**config.mk**
```make
export PLATFORM = sky130hd
export DESIGN_NAME = control_pipeline_flat
export DESIGN_NICKNAME = d
export VERILOG_FILES = /design/src/rtl/control_pipeline_if.sv /design/src/rtl/control_pipeline.sv /design/src/flat_wrapper.sv
export SDC_FILE = /design/constraint.sdc
export NUM_CORES = 1
export LEC_CHECK = 0
export BUFFER_PORTS_ARGS = -buffer_cell sky130_fd_sc_hd__buf_4
export CAP_MARGIN = 20
export CELL_PAD_IN_SITES_DETAIL_PLACEMENT = 1
export CELL_PAD_IN_SITES_GLOBAL_PLACEMENT = 1
export CORE_UTILIZATION = 28
export CTS_CLUSTER_DIAMETER = 40
export DETAILED_ROUTE_END_ITERATION = 10
export PLACE_DENSITY = 0.66
export SLEW_MARGIN = 20
export SYNTH_ARGS = -nofsm -noshare
export SYNTH_HDL_FRONTEND = slang
export SYNTH_SLANG_ARGS = --single-unit
```
**constraint.sdc**
```tcl
create_clock -name clk -period 5.6 [get_ports clk]
set_clock_uncertainty 0.2 [all_clocks]
set_input_delay 0.28 -clock clk [delete_from_list [all_inputs] [get_ports clk]]
set_output_delay 0.28 -clock clk [all_outputs]
set_load 0.1 [all_outputs]
```
**src/rtl/control_pipeline_if.sv**
```systemverilog
// control_pipeline_if: decoded ID-stage controls in, staged controls and hazard/branch steering out.
interface control_pipeline_if #(parameter int REG_W = 5);
  logic             RegDst_ID, ALUSrc_ID, MemtoReg_ID, RegWrite_ID;
  logic             MemRead_ID, MemWrite_ID, Branch_ID;
  logic [2:0]       ALUOp_ID;
  logic [REG_W-1:0] Rs_ID, Rt_ID, Rd_ID;
  logic             Zero_EX;
  logic             RegDst_EX, ALUSrc_EX;
  logic [2:0]       ALUOp_EX;
  logic             MemRead_MEM, MemWrite_MEM;
  logic             MemtoReg_WB, RegWrite_WB;
  logic [REG_W-1:0] WriteReg_WB;
  logic             PCSrc, PCWrite, IFIDWrite, IFIDFlush;
  modport master (
    output RegDst_ID, ALUSrc_ID, MemtoReg_ID, RegWrite_ID, MemRead_ID, MemWrite_ID, Branch_ID,
           ALUOp_ID, Rs_ID, Rt_ID, Rd_ID, Zero_EX,
    input  RegDst_EX, ALUSrc_EX, ALUOp_EX, MemRead_MEM, MemWrite_MEM, MemtoReg_WB, RegWrite_WB,
           WriteReg_WB, PCSrc, PCWrite, IFIDWrite, IFIDFlush
  );
  modport slave (
    input  RegDst_ID, ALUSrc_ID, MemtoReg_ID, RegWrite_ID, MemRead_ID, MemWrite_ID, Branch_ID,
           ALUOp_ID, Rs_ID, Rt_ID, Rd_ID, Zero_EX,
    output RegDst_EX, ALUSrc_EX, ALUOp_EX, MemRead_MEM, MemWrite_MEM, MemtoReg_WB, RegWrite_WB,
           WriteReg_WB, PCSrc, PCWrite, IFIDWrite, IFIDFlush
  );
endinterface

```
**src/rtl/control_pipeline.sv**
```systemverilog
// control_pipeline: ID/EX, EX/MEM, MEM/WB control staging with load-use stall and branch flush.
module control_pipeline #(parameter int REG_W = 5) (
  input  logic clk,
  input  logic reset,
  control_pipeline_if.slave bus
);
  typedef struct packed {
    logic reg_dst, alu_src, mem_to_reg, reg_write, mem_read, mem_write, branch;
    logic [2:0] alu_op;
    logic [REG_W-1:0] rt, rd;
  } idex_t;
  typedef struct packed {
    logic mem_read, mem_write, mem_to_reg, reg_write;
    logic [REG_W-1:0] write_reg;
  } exmem_t;
  typedef struct packed {
    logic mem_to_reg, reg_write;
    logic [REG_W-1:0] write_reg;
  } memwb_t;
  idex_t            id_b, idex_d, idex_q;
  exmem_t           exmem_d, exmem_q;
  memwb_t           memwb_d, memwb_q;
  logic [REG_W-1:0] write_reg_ex;
  logic             pc_src, hazard, stall;
  always_comb begin
    write_reg_ex = idex_q.reg_dst ? idex_q.rd : idex_q.rt;
    pc_src = idex_q.branch & bus.Zero_EX;
    hazard = idex_q.mem_read && write_reg_ex != '0 &&
             (write_reg_ex == bus.Rs_ID ||
              (write_reg_ex == bus.Rt_ID && (!bus.ALUSrc_ID || bus.MemWrite_ID)));
    // a taken branch squashes the ID instruction anyway, so it overrides the stall
    stall = hazard & ~pc_src;
    id_b = '{reg_dst: bus.RegDst_ID, alu_src: bus.ALUSrc_ID, mem_to_reg: bus.MemtoReg_ID,
             reg_write: bus.RegWrite_ID, mem_read: bus.MemRead_ID, mem_write: bus.MemWrite_ID,
             branch: bus.Branch_ID, alu_op: bus.ALUOp_ID, rt: bus.Rt_ID, rd: bus.Rd_ID};
    idex_d = (stall || pc_src) ? '0 : id_b;
    exmem_d = '{mem_read: idex_q.mem_read, mem_write: idex_q.mem_write,
                mem_to_reg: idex_q.mem_to_reg, reg_write: idex_q.reg_write,
                write_reg: write_reg_ex};
    memwb_d = '{mem_to_reg: exmem_q.mem_to_reg, reg_write: exmem_q.reg_write,
                write_reg: exmem_q.write_reg};
  end
  always_ff @(posedge clk) begin
    idex_q  <= reset ? idex_d  : '0;
    exmem_q <= reset ? exmem_d : '0;
    memwb_q <= reset ? memwb_d : '0;
  end
  assign bus.RegDst_EX    = idex_q.reg_dst;
  assign bus.ALUSrc_EX    = idex_q.alu_src;
  assign bus.ALUOp_EX     = idex_q.alu_op;
  assign bus.MemRead_MEM  = exmem_q.mem_read;
  assign bus.MemWrite_MEM = exmem_q.mem_write;
  assign bus.MemtoReg_WB  = memwb_q.mem_to_reg;
  assign bus.RegWrite_WB  = memwb_q.reg_write;
  assign bus.WriteReg_WB  = memwb_q.write_reg;
  assign bus.PCSrc        = pc_src;
  assign bus.PCWrite      = ~stall;
  assign bus.IFIDWrite    = ~stall;
  assign bus.IFIDFlush    = pc_src;
endmodule

```
**src/flat_wrapper.sv**
```systemverilog
// flat-port wrapper written by rule: the top's interface ports become plain ports
module control_pipeline_flat 
#(parameter int REG_W = 5)
  (clk, reset, bus_RegDst_ID, bus_ALUSrc_ID, bus_MemtoReg_ID, bus_RegWrite_ID, bus_MemRead_ID, bus_MemWrite_ID, bus_Branch_ID, bus_ALUOp_ID, bus_Rs_ID, bus_Rt_ID, bus_Rd_ID, bus_Zero_EX, bus_RegDst_EX, bus_ALUSrc_EX, bus_ALUOp_EX, bus_MemRead_MEM, bus_MemWrite_MEM, bus_MemtoReg_WB, bus_RegWrite_WB, bus_WriteReg_WB, bus_PCSrc, bus_PCWrite, bus_IFIDWrite, bus_IFIDFlush);
  control_pipeline_if #(.REG_W(REG_W)) bus_i ();
  input  logic clk;
  input  logic reset;
  input wire logic [$bits(bus_i.RegDst_ID)-1:0] bus_RegDst_ID;
  input wire logic [$bits(bus_i.ALUSrc_ID)-1:0] bus_ALUSrc_ID;
  input wire logic [$bits(bus_i.MemtoReg_ID)-1:0] bus_MemtoReg_ID;
  input wire logic [$bits(bus_i.RegWrite_ID)-1:0] bus_RegWrite_ID;
  input wire logic [$bits(bus_i.MemRead_ID)-1:0] bus_MemRead_ID;
  input wire logic [$bits(bus_i.MemWrite_ID)-1:0] bus_MemWrite_ID;
  input wire logic [$bits(bus_i.Branch_ID)-1:0] bus_Branch_ID;
  input wire logic [$bits(bus_i.ALUOp_ID)-1:0] bus_ALUOp_ID;
  input wire logic [$bits(bus_i.Rs_ID)-1:0] bus_Rs_ID;
  input wire logic [$bits(bus_i.Rt_ID)-1:0] bus_Rt_ID;
  input wire logic [$bits(bus_i.Rd_ID)-1:0] bus_Rd_ID;
  input wire logic [$bits(bus_i.Zero_EX)-1:0] bus_Zero_EX;
  output wire logic [$bits(bus_i.RegDst_EX)-1:0] bus_RegDst_EX;
  output wire logic [$bits(bus_i.ALUSrc_EX)-1:0] bus_ALUSrc_EX;
  output wire logic [$bits(bus_i.ALUOp_EX)-1:0] bus_ALUOp_EX;
  output wire logic [$bits(bus_i.MemRead_MEM)-1:0] bus_MemRead_MEM;
  output wire logic [$bits(bus_i.MemWrite_MEM)-1:0] bus_MemWrite_MEM;
  output wire logic [$bits(bus_i.MemtoReg_WB)-1:0] bus_MemtoReg_WB;
  output wire logic [$bits(bus_i.RegWrite_WB)-1:0] bus_RegWrite_WB;
  output wire logic [$bits(bus_i.WriteReg_WB)-1:0] bus_WriteReg_WB;
  output wire logic [$bits(bus_i.PCSrc)-1:0] bus_PCSrc;
  output wire logic [$bits(bus_i.PCWrite)-1:0] bus_PCWrite;
  output wire logic [$bits(bus_i.IFIDWrite)-1:0] bus_IFIDWrite;
  output wire logic [$bits(bus_i.IFIDFlush)-1:0] bus_IFIDFlush;
  assign bus_i.RegDst_ID = bus_RegDst_ID;
  assign bus_i.ALUSrc_ID = bus_ALUSrc_ID;
  assign bus_i.MemtoReg_ID = bus_MemtoReg_ID;
  assign bus_i.RegWrite_ID = bus_RegWrite_ID;
  assign bus_i.MemRead_ID = bus_MemRead_ID;
  assign bus_i.MemWrite_ID = bus_MemWrite_ID;
  assign bus_i.Branch_ID = bus_Branch_ID;
  assign bus_i.ALUOp_ID = bus_ALUOp_ID;
  assign bus_i.Rs_ID = bus_Rs_ID;
  assign bus_i.Rt_ID = bus_Rt_ID;
  assign bus_i.Rd_ID = bus_Rd_ID;
  assign bus_i.Zero_EX = bus_Zero_EX;
  assign bus_RegDst_EX = bus_i.RegDst_EX;
  assign bus_ALUSrc_EX = bus_i.ALUSrc_EX;
  assign bus_ALUOp_EX = bus_i.ALUOp_EX;
  assign bus_MemRead_MEM = bus_i.MemRead_MEM;
  assign bus_MemWrite_MEM = bus_i.MemWrite_MEM;
  assign bus_MemtoReg_WB = bus_i.MemtoReg_WB;
  assign bus_RegWrite_WB = bus_i.RegWrite_WB;
  assign bus_WriteReg_WB = bus_i.WriteReg_WB;
  assign bus_PCSrc = bus_i.PCSrc;
  assign bus_PCWrite = bus_i.PCWrite;
  assign bus_IFIDWrite = bus_i.IFIDWrite;
  assign bus_IFIDFlush = bus_i.IFIDFlush;
  control_pipeline #(.REG_W(REG_W)) u_core (.clk(clk), .reset(reset), .bus(bus_i));
endmodule
```
Word-level counts from Yosys, hierarchy flattened
Index checks and enable logic that the tools add are counted.
- output and inout bits: 18
- logic and storage cells: 35
- register bits after elaboration: 36
- bits of input ports: 28
- equality and inequality tests: 2
- muxes and demuxes: 1
- bitwise gates (word level): 5
- reduce and logical (&&, ||, !) cells: 9
- operators with widths (operator ; count):
    5-bit == test ; 2
    5-bit 2-to-1 mux ; 1
    5-bit nonzero test ; 1
    1-bit logical AND ; 3
    1-bit logical OR ; 3
    1-bit inverter ; 3
    1-bit AND ; 2
    2-bit OR reduction ; 1
    1-bit zero test ; 1

Depth between registers and ports, before layout
Gate-level depths: netlist of the first run.
- depth after elaboration: 8
- depth in mapped cells: 7
- mapped depth without buffers: 5

Worst setup path before layout of the first run
OpenSTA, ideal clock, no wires.
- path kind: register to output
- start point: register u_core.idex_q (netlist bit u_core.bus.RegDst_EX)
- end point: output port bus_PCWrite
- cell stages (with the launch flop): 8
- required time: 5120 ps
- path buffers: 2
- setup slack: 1435 ps
- arrival: 3685 ps
- path through: dfxtp_1 > buf_6 > mux2i_2 > xor2_1 > nand4_1 > a2111oi_4 > o21ai_1 > buf_4
- word-level cells in the longest chain between the ends: 7
- elaborated cells between the ends (all ways): 10
- classes of those cells: 2 x eq/ne; 1 x mux; 2 x bitwise; 5 x reduce/logical
- ends and longest elaborated chain (what ; RTL line ; text):
    from (decl) ; control_pipeline.sv:20 ; idex_t id_b, idex_d, idex_q;
    from (signal assigned) ; control_pipeline.sv:44 ; idex_q <= reset ? idex_d : '0;
    5-bit 2-to-1 mux (*) ; control_pipeline.sv:26 ; write_reg_ex = idex_q.reg_dst ? idex_q.rd : idex_q.rt;
    5-bit == test ; control_pipeline.sv:30 ; (write_reg_ex == bus.Rt_ID && (!bus.ALUSrc_ID || bus.MemWrite_ID)));
    1-bit logical AND ; control_pipeline.sv:30 ;
    1-bit logical OR ; control_pipeline.sv:29 ; (write_reg_ex == bus.Rs_ID ||
    1-bit logical AND (*) ; control_pipeline.sv:28 ; hazard = idex_q.mem_read && write_reg_ex != '0 &&
    1-bit AND (*) ; control_pipeline.sv:32 ; stall = hazard & ~pc_src;
    1-bit inverter (*) ; - ;
    to (decl) ; flat_wrapper.sv:29 ; output wire logic [$bits(bus_i.PCWrite)-1:0] bus_PCWrite;
Mark *: on every way between the ends. The rest lies on a longest branch, timed or not.

Worst setup path after layout of the first run
- start point: register u_core.idex_q (netlist bit u_core.bus.RegDst_EX)
- end point: output port bus_PCWrite
- word-level cells in the longest chain between the ends: 7
- elaborated cells between the ends (all ways): 10
- classes of those cells: 2 x eq/ne; 1 x mux; 2 x bitwise; 5 x reduce/logical
- ends and longest elaborated chain (what ; RTL line ; text):
    5-bit 2-to-1 mux (*) ; control_pipeline.sv:26 ;
    5-bit == test ; control_pipeline.sv:30 ;
    1-bit logical AND ; control_pipeline.sv:30 ;
    1-bit logical OR ; control_pipeline.sv:29 ;
    1-bit logical AND (*) ; control_pipeline.sv:28 ;
    1-bit AND (*) ; control_pipeline.sv:32 ;
    1-bit inverter (*) ; control_pipeline.sv:57 ; assign bus.PCWrite = ~stall;
Marks and branches as above.

==> results of run 1 <==
-- area by class of cell --
| class | count | share of cell area (%) |
|---|---|---|
| multi-input cells | 81 | 35.0 |
| well taps | 70 | 4.53 |
| repair buffers | 47 | 18.3 |
| flip-flops and latches | 36 | 37.3 |
| inverters | 2 | 0.388 |
| clock buffers | 5 | 3.56 |
| clock inverters | 3 | 0.971 |
-- flip-flops by register name, indices dropped and copies added (netlist names) --
signal                   count
u_core.exmem_d               4
u_core.bus.MemWrite_MEM      1
u_core.bus.ALUSrc_EX         1
u_core.bus.RegWrite_WB       1
u_core.bus.RegDst_EX         1
u_core.bus.MemtoReg_WB       1
u_core.bus.ALUOp_EX          3
u_core.bus.WriteReg_WB       5
u_core.bus.MemRead_MEM       1
u_core.idex_q               11
u_core.exmem_q               7
-- path summary, 6_finish.rpt --
| check | from | endpoint | slack (ps) | depth (start not counted) |
|---|---|---|---|---|
| max reg2reg | u_core.bus.RegDst_EX | u_core.idex_q[9] | 3220 | 6 |
| min | bus_Rt_ID[1] | u_core.idex_q[6] | 60 | 3 |
| min reg2reg | u_core.exmem_d[5] | u_core.exmem_q[5] | 240 | 1 |
| max | u_core.bus.RegDst_EX | bus_PCWrite | 2410 | 7 |
-- metrics by stage --
stage	hold WS [ps]	util, %	setup slack, ps
2_1_floorplan	212	-	1430
6_report	58.2	37.4	2410
3_3_place_gp	218	35.7	2810
3_5_place_dp	222	35.7	2710
4_1_cts	57.9	37.4	2380
5_1_grt	55.7	37.4	2210
-- worst min-delay path, cell delays in order --
cell	delay, ps
buf_4	120
nand3_1	70
nor3_2	40
-- report_power, final --
group / leakage, nW / internal [mW] / switching [mW]
clock: 0.0479 / 0.0866 / 0.0934
combinational: 0.520 / 0.0369 / 0.0674
sequential: 0.297 / 0.269 / 0.00771
-- kinds of logic after synthesis --
kind of cell	count (synthesis)	share of synthesized area [%]
AO/OA/AOI/OAI	3	3.85
XOR/XNOR	10	5.74
buffers and inverters	18	8.44
flip-flops	36	47.2
multiplexers	5	4.51
AND/OR/NAND/NOR	63	30.2
-- layer usage --
metal / vias up / share of wire, % / GRT usage (%) / wire length, um
met5: - / 0 / 0 / 0
met4: 0 / 1.6 / 5.56 / 53
met3: 6 / 4.9 / 4.23 / 157
met2: 28 / 53 / 23.1 / 1720
met1: 495 / 40 / 13.3 / 1290
li1: 527 / - / - / -
-- cell usage in the layout, fill, tap and decap left out --
master,synthesis,routed
clkinv_4,0,1
dfxtp_1,36,36
nand2_1,1,1
o311ai_4,1,1
nor4_1,1,1
nor4_4,1,1
or4_4,1,1
clkinv_2,0,2
and2_1,11,11
nand3_1,21,21
mux2i_2,5,5
clkbuf_8,2,5
buf_4,5,47
nor3_2,20,20
inv_1,2,2
nand4_1,1,1
o21ai_1,1,1
xor2_1,7,7
a2111oi_4,1,1
xnor2_1,3,3
nor2b_1,5,5
nand3b_1,1,1
==> metrics.md, run 1 <==
| Metric | Value |
|---|---|
| Peak Freq | about 0.31 GHz |
| Crit-path max cell delay | 650 ps |
| Vias | 1056 |
| CTS Buf Count | 5 |
| Seq. cell area | 721 um^2 |
| Actual transition at the worst max-transition pin | roughly 690 ps |
| Ports | 46 |
| PD cells | 290 nW/um^2 |
| Clk slew on worst S/H paths | ~70 ps |
| Peak VDD IR | 0.000104 V |
| Worst path required time | 5120 ps |
| Status | completed |
| Commonest cells post-synth | dfxtp_1, nand3_1, nor3_2, and2_1, xor2_1 |
| Drt drc | 0 |
| Max-Cap Viols | 0 |
| CTS HTree Levels | 2 |
| Fillers | 588 |
| Setup CP Type | reg2out |
| CTS resizes | 0 |
| Worst hold path class | in2reg |
| Final Max Slew Viols | 0 |
| Most used cell, CP | buf_4 |
| Ratio of cells with drive above 1 in the final layout | 48.3% |
| Area delta synth->final | 26.6% |
| CTS tree | built |
| Post-synth EDFFs | 0 |
| Placed insts | around 240 |
| Final Hold Fails | 0 |
| Multi-input gate area | between 600 and 700 um^2 |
| Largest net degree at the start of global routing | 37 |
| Crit. End Element | primary output |
| Port Buffers | 45 |
| Crit path max-delay family | flip-flops |
| # hold bufs at CTS | 0 |
| Crit path time final | roughly 3200 ps |
| Post-route cell area | 1930 um^2 |
| Synth top area share | 47.2% |
| Largest area contributor in the netlist | dfxtp_1 |
| DR WL/cell | 13.2 um |
| Total GRT Usage | roughly an eighth |
| Antenna Cells | 0 |
| Initial antenna violation count | 0 |
| Critical Path Source Type | register |
| Count of cell types in the netlist | 22 |
| Post-route ant nets | 0 |
| Power Total | 0.561 mW |
| DP Area | 1850 um^2 |
| Sequential share of the synthesized area | 47.2% |
| Final std cells w/o fill | 244 |
| Worst skew pair latency | between 200 and 300 ps |
| Mapped Area | about 1500 um^2 |
| Die span in x | 75.8 um |
| Die area | 5750 um^2 |
| Cells after Synth | 135 |
| Worst path cell trace | mux2i_2 -> xor2_1 -> nand3_1 -> nor4_4 -> buf_4 -> o21ai_1 -> buf_4 |
| CP Data Arrival Time | 2710 ps |
| Num rows | 26 |
| TNS Setup | 0 ps |
| DP HPWL | 2400 um |
| Synth Net Count | between 150 and 200 |
| Initial Util | approximately 30% |
| Clock root cell | clkbuf_8 |
| Most frequent cell after synthesis | dfxtp_1 |
| First-pass DRT Iterations | 3 |
| Setup Viol. Count Final | 0 |
| Clock sinks | 36 |
| Starting DRT DRC Count | 22 |
| Core area | 5170 um^2 |
| Clock buffer depth | 2 |
| Synth warn | 0 |
| CP bufs+invs | 2 |
| Async S/R FF share, synth | 0% |
| Post-CTS Setup Bufs | 0 |
| GRT overflow | 0 |
| Gpl congestion | roughly 0.85 |
| Vias in the first global route | 1110 |
| Final WL | roughly 3200 um |
| Ys flop type | dfxtp_1 |
| Max Fanout on Critical Path | 21 |
| Highest-delay cell along the critical path | dfxtp_1 |
| Final net count | about 200 |
| Tcrit/Tclk final | 56.9% |
| RSZ-0062 raised after global routing | no |
| Slew margin rel. | 54.1% |
| Number of synthesized register bits | 36 |
| Die H | 75.8 um |
| Via/cell ratio | 4.33 |
| First-pass GRT wire length | roughly 5300 um |
| Avg Inst Size Synth | between 10 and 15 um^2 |
| Ranking of synthesized cells by area | dfxtp_1, nor3_2, nand3_1 |
| LEAKAGE | 0.865 nW |
Note: power is estimated with default switching activity, not from simulation.
==> inputs of run 2 (changes only) <==
- clock period: 5.6 -> 3.2 ns (I/O delays scaled with it)
==> run 2 against run 1 <==
Compared with the run above:
- register-to-register slack lost 2700 ps
- critical path depth shrank 1
- design area grew 12%
- combinational power grew 97%
- sequential power grew 75%
- core utilization grew 4.5 points
- setup slack lost 2100 ps
- via count grew 9.3%
- final cell count grew 8.2%
- sequential share of layout area shrank 4.0 points
- sequential cell count is the same
- non-clock buffer count grew 20
- critical path type unchanged
- largest power group unchanged
==> metrics.md, run 2 (synthesis results as in run 1) <==
| Metric | Value |
|---|---|
| Status | completed |
| Via/cell ratio | 4.37 (+1.0%) |
| GRT overflow | 0 (unchanged) |
| LEAKAGE | 0.958 nW (+11%) |
| Max-Cap Viols | 0 (unchanged) |
| Ratio of cells with drive above 1 in the final layout | 43.3% (-5.0 points) |
| CTS tree | built |
| Final WL | 3660 um (+13%) |
| TNS Setup | 0 ps (unchanged) |
| Die area | 5750 um^2 (unchanged) |
| DR WL/cell | 13.9 um (+4.8%) |
| # hold bufs at CTS | 20 (+20) |
| Die H | 75.8 um (unchanged) |
| Initial antenna violation count | 0 (unchanged) |
| CP Data Arrival Time | 2520 ps (-190 ps) |
| CTS resizes | 0 (unchanged) |
| First-pass DRT Iterations | 4 (+1) |
| Clock root cell | clkbuf_8 |
| Post-CTS Setup Bufs | 0 (unchanged) |
| Antenna Cells | 0 (unchanged) |
| First-pass GRT wire length | 5840 um (+11%) |
| Final Hold Fails | 0 (unchanged) |
| Largest net degree at the start of global routing | 37 (unchanged) |
| Hold Worst Slack | 103 ps (+45.2 ps) |
| Clock buffer depth | 2 (unchanged) |
| Final Max Slew Viols | 0 (unchanged) |
| Slew margin rel. | 45.3% (-8.8 points) |
| Total GRT Usage | 14.2% (+1.5 points) |
| Commonest non-fill, non-tap cell in the layout | buf_4 |
| Gpl congestion | 0.814 (-4.4%) |
| Worst path required time | 2840 ps (-2280 ps) |
| CP bufs+invs | 1 (-1) |
| Ports | 46 (unchanged) |
| Setup CP Type | reg2out |
| Drt drc | 0 (unchanged) |
| Vias | 1154 (+9.3%) |
| RSZ-0062 raised after global routing | no |
| Tcrit/Tclk final | 90.1% |
| Starting DRT DRC Count | 26 (+18%) |
| Actual transition at the worst max-transition pin | 818 ps (+132 ps) |
| Peak Freq | 0.347 GHz |
| Most frequent cells in the layout | buf_4, dfxtp_1, nand3_1 |
| Max reg flops | 11 (unchanged) |
| Clk slew on worst S/H paths | 70 ps (about the same) |
| Crit path time final | 2880 ps |
| Max Fanout on Critical Path | 8 (-62%) |
| Highest-delay cell along the critical path | dfxtp_1 |
| Num rows | 26 (unchanged) |
| Worst path cell trace | mux2i_2 -> xor2_1 -> nand4_1 -> a2111oi_4 -> o21ai_4 -> buf_4 |
| Clock sinks | 36 (unchanged) |
| Core area | 5170 um^2 (unchanged) |
| CTS HTree Levels | 2 (unchanged) |
| Final net count | 221 (+10%) |
| Peak VDD IR | 0.000251 V (+140%) |
| Vias in the first global route | 1205 (+8.6%) |
| Critical Path Source Type | register |
| Crit. End Element | primary output |
| Initial Util | 29.5% (unchanged) |
| Worst hold path class | in2reg |
| Worst skew pair latency | 280 ps (about the same) |
| CTS Buf Count | 5 (unchanged) |
| Largest Register | u_core.idex_q |
| Area delta synth->final | 41.8% |
| PD cells | 497 nW/um^2 (+71%) |
| Setup Viol. Count Final | 0 (unchanged) |
| Crit path max-delay family | flip-flops |
| Port Buffers | 45 (unchanged) |
| Die span in x | 75.8 um (unchanged) |
| Crit-path max cell delay | 640 ps (about the same) |
| Fillers | 575 (-2.2%) |
| DP HPWL | 2580 um (+7.4%) |
| Post-route ant nets | 0 (unchanged) |
-- run 2: changes by cell type in the layout (fill, tap and decap cells not counted) --
cell / delta
dlygate4sd3_1: +20
bufinv_16: +1
clkbuf_1: +1
clkinv_2: -1
clkinv_4: -1
o21ai_1: -1
o21ai_4: +1
-- run 2: stage by stage --
stage               cells  instance area (um^2)  util, %  power, mW  setup slack, ps
finish                264                  2160     41.8       1.08              318
global route          264                  2160     41.8       1.12              176
CTS                   264                  2160     41.8       1.09              300
detailed placement    236                  1860     35.9      0.682              513
global placement      236                  1860     35.9      0.678              612
floorplan             135                  1540        -      0.630             54.6
-- run 2: area by class of cell --
type	count	area (um^2)	share of cell area [%]
sequential	36	721	33.3
inverter	2	7.51	0.347
clock buffer	6	72.6	3.35
clock inverter	2	35.0	1.62
timing repair buffer	67	553	25.5
tap	70	87.6	4.05
multi-input combinational	81	688	31.8
-- run 2: worst reg2reg max path: stages (launching register included) --
cell,delay [ps]
dfxtp_1,640
mux2i_2,410
xor2_1,190
nand4_1,150
a2111oi_4,470
buf_4,400
nor3_2,90
-- run 2: routing by layer --
metal	track usage, %	routed length (um)	vias up
met5	0	0	-
li1	-	-	565
met3	3.97	154	6
met2	24.7	1880	32
met1	16.5	1560	551
met4	5.14	63	0
-- run 2: final timing paths --
path                                      startpoint                     end  slack (ps)  cells after the start
worst max-delay path            u_core.bus.RegDst_EX           bus_IFIDWrite         320                      6
worst min-delay path                           reset       u_core.exmem_d[8]         100                      3
worst max register to register  u_core.bus.RegDst_EX        u_core.idex_q[2]         530                      6
worst min register to register     u_core.exmem_q[5]  u_core.bus.RegWrite_WB         240                      1
-- run 2: where the power goes --
group	internal (mW)	leakage, nW	switching [mW]
Sequential	0.471	0.297	0.0133
Clock	0.231	0.0552	0.155
Combinational	0.0808	0.606	0.124
==> inputs of run 3 (changes only) <==
- CORE_MARGIN: default -> 4
==> run 3 against run 2 <==
Compared with the run above:
- register-to-register slack better by 200 ps
- critical path type unchanged
- critical endpoint unchanged
- setup slack better by 140 ps
- global-route usage down 2.3 points
- sequential power about the same
==> metrics.md, run 3 (synthesis results as in run 1) <==
| Metric | Value |
|---|---|
| R2r startpoint | u_core.bus.RegDst_EX |
| Max-Cap Viols | 0 (unchanged) |
| Highest-delay cell along the critical path | dfxtp_1 |
| FF-to-FF path depth | 6 (unchanged) |
| Final net count | 222 (+0.45%) |
| Worst hold path class | in2reg |
| Vias | 1158 (+0.35%) |
| HP Start | reset |
| Tcrit/Tclk final | 85.6% (-4.4 points) |
| Post-route ant nets | 0 (unchanged) |
| Total GRT Usage | 11.8% (-2.3 points) |
| Starting DRT DRC Count | 51 (+96%) |
| First-pass DRT Iterations | 3 (-1) |
| Ports | 46 (unchanged) |
| Peak VDD IR | 0.000245 V (-2.3%) |
| Clock buffer depth | 2 (unchanged) |
| DP HPWL | 2620 um (+1.5%) |
| Worst path required time | 2840 ps (about the same) |
| RSZ-0062 raised after global routing | no |
| CTS resizes | 0 (unchanged) |
| Setup slack at placement | 725 ps (+211 ps) |
| CTS HTree Levels | 2 (unchanged) |
| Power Total | 1.08 mW (about the same) |
| Worst path cell trace | mux2i_2 -> xor2_1 -> nand4_1 -> a2111oi_4 -> o21ai_4 -> buf_4 |
| LEAKAGE | 0.964 nW (+0.57%) |
| Area delta synth->final | 42.3% |
| Port Buffers | 45 (unchanged) |
| Critical Path Source Type | register |
| Core area | 5200 um^2 (+0.63%) |
| First-pass GRT wire length | 5900 um (+1.1%) |
| Via/cell ratio | 4.37 (about the same) |
| Largest net degree at the start of global routing | 37 (unchanged) |
| Gpl congestion | 0.820 (+0.74%) |
| Initial Util | 29.3% (-0.18 points) |
| Clock sinks | 36 (unchanged) |
| CTS Buf Count | 5 (unchanged) |
| Worst skew pair latency | 280 ps (about the same) |
| Crit. End Element | primary output |
| Worst R2R End | u_core.idex_q[13] |
| Antenna Cells | 0 (unchanged) |
| Die span in x | 81.8 um (+7.9%) |
| Die H | 81.8 um (+7.9%) |
| Crit-path max cell delay | 650 ps (about the same) |
| Max Fanout on Critical Path | 8 (unchanged) |
| CP Data Arrival Time | 2380 ps (-140 ps) |
| TNS Setup | 0 ps (unchanged) |
| Max reg flops | 11 (unchanged) |
| Status | completed |
| Slew margin rel. | 44.0% (-1.3 points) |
| Die area | 6700 um^2 (+16%) |
| Final WL | 3670 um (+0.25%) |
| GRT overflow | 0 (unchanged) |
| Final Max Slew Viols | 0 (unchanged) |
| Peak Freq | 0.365 GHz (+5.2%) |
| Most frequent cells in the layout | buf_4, dfxtp_1, nand3_1 |
| Hold Path Depth | 3 (unchanged) |
| Ratio of cells with drive above 1 in the final layout | 43.6% (+0.29 points) |
| Final Hold Fails | 0 (unchanged) |
| Setup CP Type | reg2out |
| Initial antenna violation count | 0 (unchanged) |
| Largest Register | u_core.idex_q |
| DR WL/cell | 13.8 um (-0.13%) |
| CTS tree | built |
| Vias in the first global route | 1240 (+2.9%) |
| Actual transition at the worst max-transition pin | 838 ps (+19.9 ps) |
| Clock root cell | clkbuf_8 |
| Drt drc | 0 (unchanged) |
| Final Worst Setup Slack | 460 ps (+142 ps) |
| Num rows | 26 (unchanged) |
| WHS Endpoint | u_core.bus.RegDst_EX |
| Crit path time final | 2740 ps (-142 ps) |
| Commonest non-fill, non-tap cell in the layout | buf_4 |
| Clk slew on worst S/H paths | 70 ps (about the same) |
| Worst R2R Setup Slack | 730 ps (+200 ps) |
| Setup Viol. Count Final | 0 (unchanged) |
| PD cells | 495 nW/um^2 (-0.33%) |
run 3: changes by cell type in the layout (fill, tap and decap cells not counted), sizes merged:
cell	before	now
buf	47	48
run 3: worst max-delay path by stage:
stage / startpoint / to / slack [ps] / cells after the start
2_1_floorplan: u_core.bus.RegDst_EX / bus_PCWrite / 50 / 7
3_3_place_gp: u_core.bus.RegDst_EX / bus_IFIDWrite / 760 / 6
3_5_place_dp: u_core.bus.RegDst_EX / u_core.bus.ALUOp_EX[0] / 720 / 6
4_1_cts: u_core.bus.RegDst_EX / bus_IFIDWrite / 430 / 6
5_1_grt: u_core.bus.RegDst_EX / bus_IFIDWrite / 300 / 6
6_report: u_core.bus.RegDst_EX / bus_IFIDWrite / 460 / 6
run 3: routing by layer:
layer	GRT usage [%]	vias to the layer above	part of all wire, %
met1	12.8	556	40
met2	22.0	29	54
met4	3.99	0	0.85
met5	0	-	0
li1	-	569	-
met3	3.18	4	4.8
run 3: worst max-delay path: cells and delay by family (launching register included):
family	cells	cell delay, ps
simple gates	1	150
xor+xnor	1	180
compound gates	2	420
flops	1	650
mux	1	410
buf+inv	1	280
run 3: cell type report:
class                   instances  area (um^2)
clock buffers                   6         72.6
well taps                      70         87.6
inverters                       2         7.51
fillers                       591         3030
multi-input cells              81          688
flip-flops and latches         36          721
clock inverters                 2         35.0
repair buffers                 68          561
run 3: through the flow:
stage | util [%] | hold slack (ps) | instances | instance area [um^2]
2_1_floorplan | - | 104 | 135 | 1540
3_3_place_gp | 35.8 | 216 | 237 | 1860
3_5_place_dp | 35.8 | 222 | 237 | 1860
4_1_cts | 41.7 | 100 | 265 | 2170
5_1_grt | 41.7 | 120 | 265 | 2170
6_report | 41.7 | 107 | 265 | 2170
run 3: power by group:
part / switching, mW / internal, mW / total [mW]
clock network: 0.155 / 0.231 / 0.386
registers: 0.0134 / 0.471 / 0.485
logic: 0.123 / 0.0809 / 0.204
total: 0.292 / 0.783 / 1.08
run 3: repair_timing:
item | 4_1_cts | 5_1_grt
hold endpoints to repair | 20 | 0
hold buffers | 20 | 0
buffers inserted | 0 | 0
